--- src/rtl/sop_pkg.sv ---
// Shared types and constants for the SOP minterm scanner.
// Covers the FSM state encoding and the 4-input problem size.
package sop_pkg;

    typedef enum logic [1:0] {
        IDLE  = 2'd0,
        APPLY = 2'd1,
        DONE  = 2'd2
    } state_t;

    localparam int N_VARS     = 4;
    localparam int N_PATTERNS = 16;

    function automatic logic [N_VARS-1:0] next_pattern(
        input logic [N_VARS-1:0] i
    );
        return i + N_VARS'(1);
    endfunction

endpackage

--- src/rtl/sop_minterm_scanner_settle.sv ---
// Settle counter: counts held cycles of a pattern and flags the sample cycle.
// Wraps to zero on the terminal cycle so consecutive patterns need no clear.
module settle_counter #(
    parameter int SETTLE = 2,
    parameter int CW     = 4
) (
    input  logic          clk,
    input  logic          rst,
    input  logic          clear,
    input  logic          enable,
    output logic [CW-1:0] cnt,
    output logic          terminal
);

    assign terminal = (cnt == CW'(SETTLE));

    always_ff @(posedge clk or posedge rst) begin
        if (rst) begin
            cnt <= '0;
        end else if (clear) begin
            cnt <= '0;
        end else if (enable) begin
            cnt <= terminal ? '0 : cnt + CW'(1);
        end
    end

endmodule

--- src/rtl/sop_minterm_scanner.sv ---
// Walks all 16 input patterns of a 4-input function and captures its
// truth table as a minterm mask plus a population count.
module sop_minterm_scanner
    import sop_pkg::*;
#(
    parameter int SETTLE = 2,
    parameter int CW     = 4
) (
    input  logic        clk,
    input  logic        rst,
    input  logic        start,
    input  logic        abort,
    input  logic        y_in,
    output logic        a,
    output logic        b,
    output logic        c,
    output logic        d,
    output logic        busy,
    output logic        done,
    output logic [15:0] minterms,
    output logic [4:0]  count
);

    state_t              state;
    logic [N_VARS-1:0]   idx;
    logic [N_VARS-1:0]   pat;
    logic [CW-1:0]       cnt;
    logic                settled;
    logic                cnt_clear;
    logic                cnt_en;

    localparam logic [N_VARS-1:0] LAST = N_VARS'(N_PATTERNS - 1);

    assign cnt_clear = abort || (state != APPLY);
    assign cnt_en    = (state == APPLY);

    settle_counter #(
        .SETTLE (SETTLE),
        .CW     (CW)
    ) u_settle (
        .clk      (clk),
        .rst      (rst),
        .clear    (cnt_clear),
        .enable   (cnt_en),
        .cnt      (cnt),
        .terminal (settled)
    );

    assign {a, b, c, d} = pat;

    always_ff @(posedge clk or posedge rst) begin
        if (rst) begin
            state    <= IDLE;
            idx      <= '0;
            pat      <= '0;
            busy     <= 1'b0;
            done     <= 1'b0;
            minterms <= '0;
            count    <= '0;
        end else begin
            done <= 1'b0;
            // abort leaves partial results in place; consumers ignore them
            if (abort) begin
                state <= IDLE;
                busy  <= 1'b0;
                pat   <= '0;
            end else begin
                unique case (state)
                    IDLE, DONE: begin
                        pat  <= '0;
                        if (start) begin
                            state    <= APPLY;
                            idx      <= '0;
                            busy     <= 1'b1;
                            minterms <= '0;
                            count    <= '0;
                        end else begin
                            state <= IDLE;
                            busy  <= 1'b0;
                        end
                    end
                    APPLY: begin
                        if (settled) begin
                            minterms[idx] <= y_in;
                            count         <= count + 5'(y_in);
                            if (idx == LAST) begin
                                state <= DONE;
                                busy  <= 1'b0;
                                done  <= 1'b1;
                                pat   <= '0;
                            end else begin
                                idx <= next_pattern(idx);
                                pat <= next_pattern(idx);
                            end
                        end
                    end
                    default: begin
                        state <= IDLE;
                        busy  <= 1'b0;
                        pat   <= '0;
                    end
                endcase
            end
        end
    end

endmodule

--- config.mk ---
export PLATFORM = sky130hd
export DESIGN_NAME = sop_minterm_scanner
export DESIGN_NICKNAME = d
export VERILOG_FILES = /design/src/rtl/sop_pkg.sv /design/src/rtl/sop_minterm_scanner_settle.sv /design/src/rtl/sop_minterm_scanner.sv
export SDC_FILE = /design/constraint.sdc
export NUM_CORES = 1
export LEC_CHECK = 0
export BUFFER_PORTS_ARGS = -buffer_cell sky130_fd_sc_hd__buf_2
export CORE_MARGIN = 8
export CORE_UTILIZATION = 45
export CTS_CLUSTER_DIAMETER = 150
export CTS_CLUSTER_SIZE = 10
export DETAILED_ROUTE_END_ITERATION = 6
export PLACE_DENSITY = 0.66
export SLEW_MARGIN = 40
export SYNTH_ARGS = -nofsm -noshare
export SYNTH_HDL_FRONTEND = slang
export SYNTH_SLANG_ARGS = --single-unit
--- constraint.sdc ---
create_clock -name clk -period 5.2 [get_ports clk]
set_input_delay 0.52 -clock clk [delete_from_list [all_inputs] [get_ports clk]]
set_output_delay 0.52 -clock clk [all_outputs]
set_load 0.01 [all_outputs]
==> flow_summary.json <==
{
  "totalPowerFinal_uw": 612,
  "hpwl_um": 3230,
  "ios": 32,
  "grt_antenna_before_repair": 0,
  "netlist_area_um2": 1870,
  "die_w_um": 80.5,
  "cp_data_arrival_time_ns": 2.26,
  "crit_path_end_kind": "flop",
  "synth_edf_count": 0,
  "timing.final.max_slew_violations": 0,
  "crit_fanout": 15,
  "drc_errors": 0,
  "synth.yosys.warnings": 0,
  "post_cts_resized": 0,
  "design.die.area_um2": 6490,
  "r2r_slack_ns": 3.13,
  "syn_nets": 191,
  "setup_tns_ns": 0,
  "grt_setup_unrepaired": "false",
  "globalplace.congestion": 0.815,
  "synthArstFlopShare_pct": 100,
  "core_um2": 4000,
  "clk_latency_ns": 0.28,
  "hp-class": "input pin to async pin",
  "dr.pass1.iters": 4,
  "vias": 1502,
  "multi_input_area_um2": 838,
  "critPathKind": "flop to flop",
  "n_fill_cell": 368,
  "grt_max_degree": 38,
  "gr-usage-all-layers_pct": 14.3,
  "postSynthAreaPerCell_um2": 10.5,
  "final_common_cell": "dfrtp_1",
  "numCtsBuffers": 5,
  "fin_ws_ns": 3.13,
  "start_kind": "flop",
  "synthTopCellsByArea": "dfrtp_1, a32oi_1, ha_1",
  "setup_viol": 0,
  "clock_power_share_pct": 29.3,
  "peakVddDrop_uv": 193,
  "r2r_cells": 7,
  "ant_nets": 0,
  "max-slew-margin-rel_pct": 57.6,
  "antennaDiodeCount": 0,
  "ys_ff_latch": 37,
  "synth_flop_cell": "dfrtp_1",
  "globalRouteOverflowTotal": 0,
  "worst_pin_slew_ns": 0.636,
  "yosysTopAreaCell": "dfrtp_1",
  "max_clock_freq_ghz": 0.484,
  "hold_ws_ns": 0.332,
  "portBuffers": 31,
  "hold_viol": 0,
  "regArea_um2": 926,
  "final_cell_mix": "dfrtp_1, buf_2, a32oi_1, a31oi_1",
  "synthCells": 178,
  "grt_pass1_wl_um": 7260,
  "cts_max_level": 2,
  "ys_types": 42,
  "power.density_nw_per_um2": 293,
  "rows": 23,
  "viasPerCell": 5.94,
  "wire_per_inst_um": 17.3,
  "cts-root-buf": "clkbuf_8",
  "fin_crit_ns": 2.07,
  "cts_setup_buffers": 0,
  "r2r_start": "u_settle.cnt[0]",
  "cts_buffer_depth": 2,
  "drive_above_1_share_pct": 22.2,
  "synth_top_area_share_pct": 49.4,
  "cellInternalPower_uw": 424,
  "initial_core_util_pct": 46.9,
  "ys_seq_area_share_pct": 49.4,
  "p_leak_nw": 1.04,
  "netSwitchingFraction_pct": 30.7,
  "drt-initial-drc-count": 62,
  "clkTransAtPathRegs_ns": 0.07,
  "power_frac_comb_pct": 19.5,
  "die_h_um": 80.5,
  "rr_endpoint": "minterms[2]",
  "dp_slack_ns": 3.07,
  "cts_tree": "yes",
  "drt_wl_total_um": 4390,
  "p_seq_share_pct": 51.2,
  "area_growth_pct": 11.5,
  "required_ns": 5.40,
  "fin_skew_ns": 0.00541,
  "fin_nets": 217,
  "status": "complete, no violations",
  "cap_violations": 0,
  "cts.sinks": 37,
  "p_switching_uw": 188,
  "fin_crit_sh_pct": 39.7,
  "grt_pass1_vias": 1467,
  "hold_buffers": 0
}
==> sequential cells by signal (all words and copies together) (netlist names) <==
name / flops
busy: 1
count: 5
done: 1
idx: 4
minterms: 16
pat: 4
state: 2
u_settle.cnt: 4
==> power groups by stage <==
stage | logic, mW | clock network [mW] | registers, mW
4_1_cts | 0.121 | 0.186 | 0.313
3_3_place_gp | 0.116 | 0 | 0.317
2_1_floorplan | 0.0922 | 0 | 0.315
3_5_place_dp | 0.120 | 0 | 0.318
6_report | 0.119 | 0.179 | 0.313
5_1_grt | 0.133 | 0.201 | 0.315
==> cell type report <==
cell class	count	area share, %
inverter	5	0.898
sequential	37	44.3
clock buffer	5	3.29
timing repair buffer	33	8.14
tap	50	2.99
multi-input combinational	122	40.1
clock inverter	1	0.240
==> worst max-delay path, cell delays in order (launching register included) <==
cell and delay [ns]:
dfrtp_1 0.42, inv_1 0.07, ha_1 0.14, nor3b_1 0.21, buf_4 0.21, and3_1 0.51
a32oi_1 0.20, a31oi_1 0.22
==> synthesized netlist by cell type (3+ instances only) <==
cell / instances
buf_2: 10
and2_1: 5
a31oi_1: 15
inv_1: 5
nand3_1: 5
a32oi_1: 15
a22oi_1: 3
a21oi_1: 5
nand2_1: 13
o21ai_0: 3
nor2_1: 13
ha_1: 8
and3_1: 3
dfrtp_1: 37
==> worst max-delay path by stage <==
stage,cells past startpoint,slack (ns),from,endpoint
floorplan,7,3.56,abort,minterms[11]
global placement,4,3.19,abort,minterms[2]
detailed placement,5,3.07,abort,minterms[2]
CTS,7,3.13,u_settle.cnt[0],minterms[2]
global route,7,3.00,u_settle.cnt[0],minterms[2]
finish,7,3.13,u_settle.cnt[0],minterms[2]
==> kinds of logic (layout without fill, tap and decap cells) <==
| group | Yosys count | after routing | synth area share (%) |
|---|---|---|---|
| AND/OR/NAND/NOR | 55 | 55 | 15.8 |
| flip-flops | 37 | 37 | 49.4 |
| adder cells (fa/ha/maj) | 8 | 8 | 5.34 |
| XOR/XNOR | 3 | 3 | 1.40 |
| multiplexers | 2 | 2 | 1.07 |
| buffers and inverters | 19 | 44 | 5.87 |
| AO/OA/AOI/OAI | 54 | 54 | 21.2 |
==> routing by layer <==
layer  wire, um  vias to the layer above  part of all wire (%)  track usage, %
li1           -                      705                     -               -
met1       1890                      738                    43            17.6
met2       2130                       53                    49            22.9
met3        320                        6                   7.3            5.13
met4         39                        0                  0.89            3.82
met5          0                        -                     0               0
==> per-stage QoR <==
step                      instances  cell area [um2]  util, %
after floorplan                 178             1870        -
after global placement          247             2020     50.4
after detailed placement        247             2020     50.4
after CTS                       253             2090     52.2
after global routing            253             2090     52.2
final                           253             2090     52.2
(Power assumes the default switching activity.)
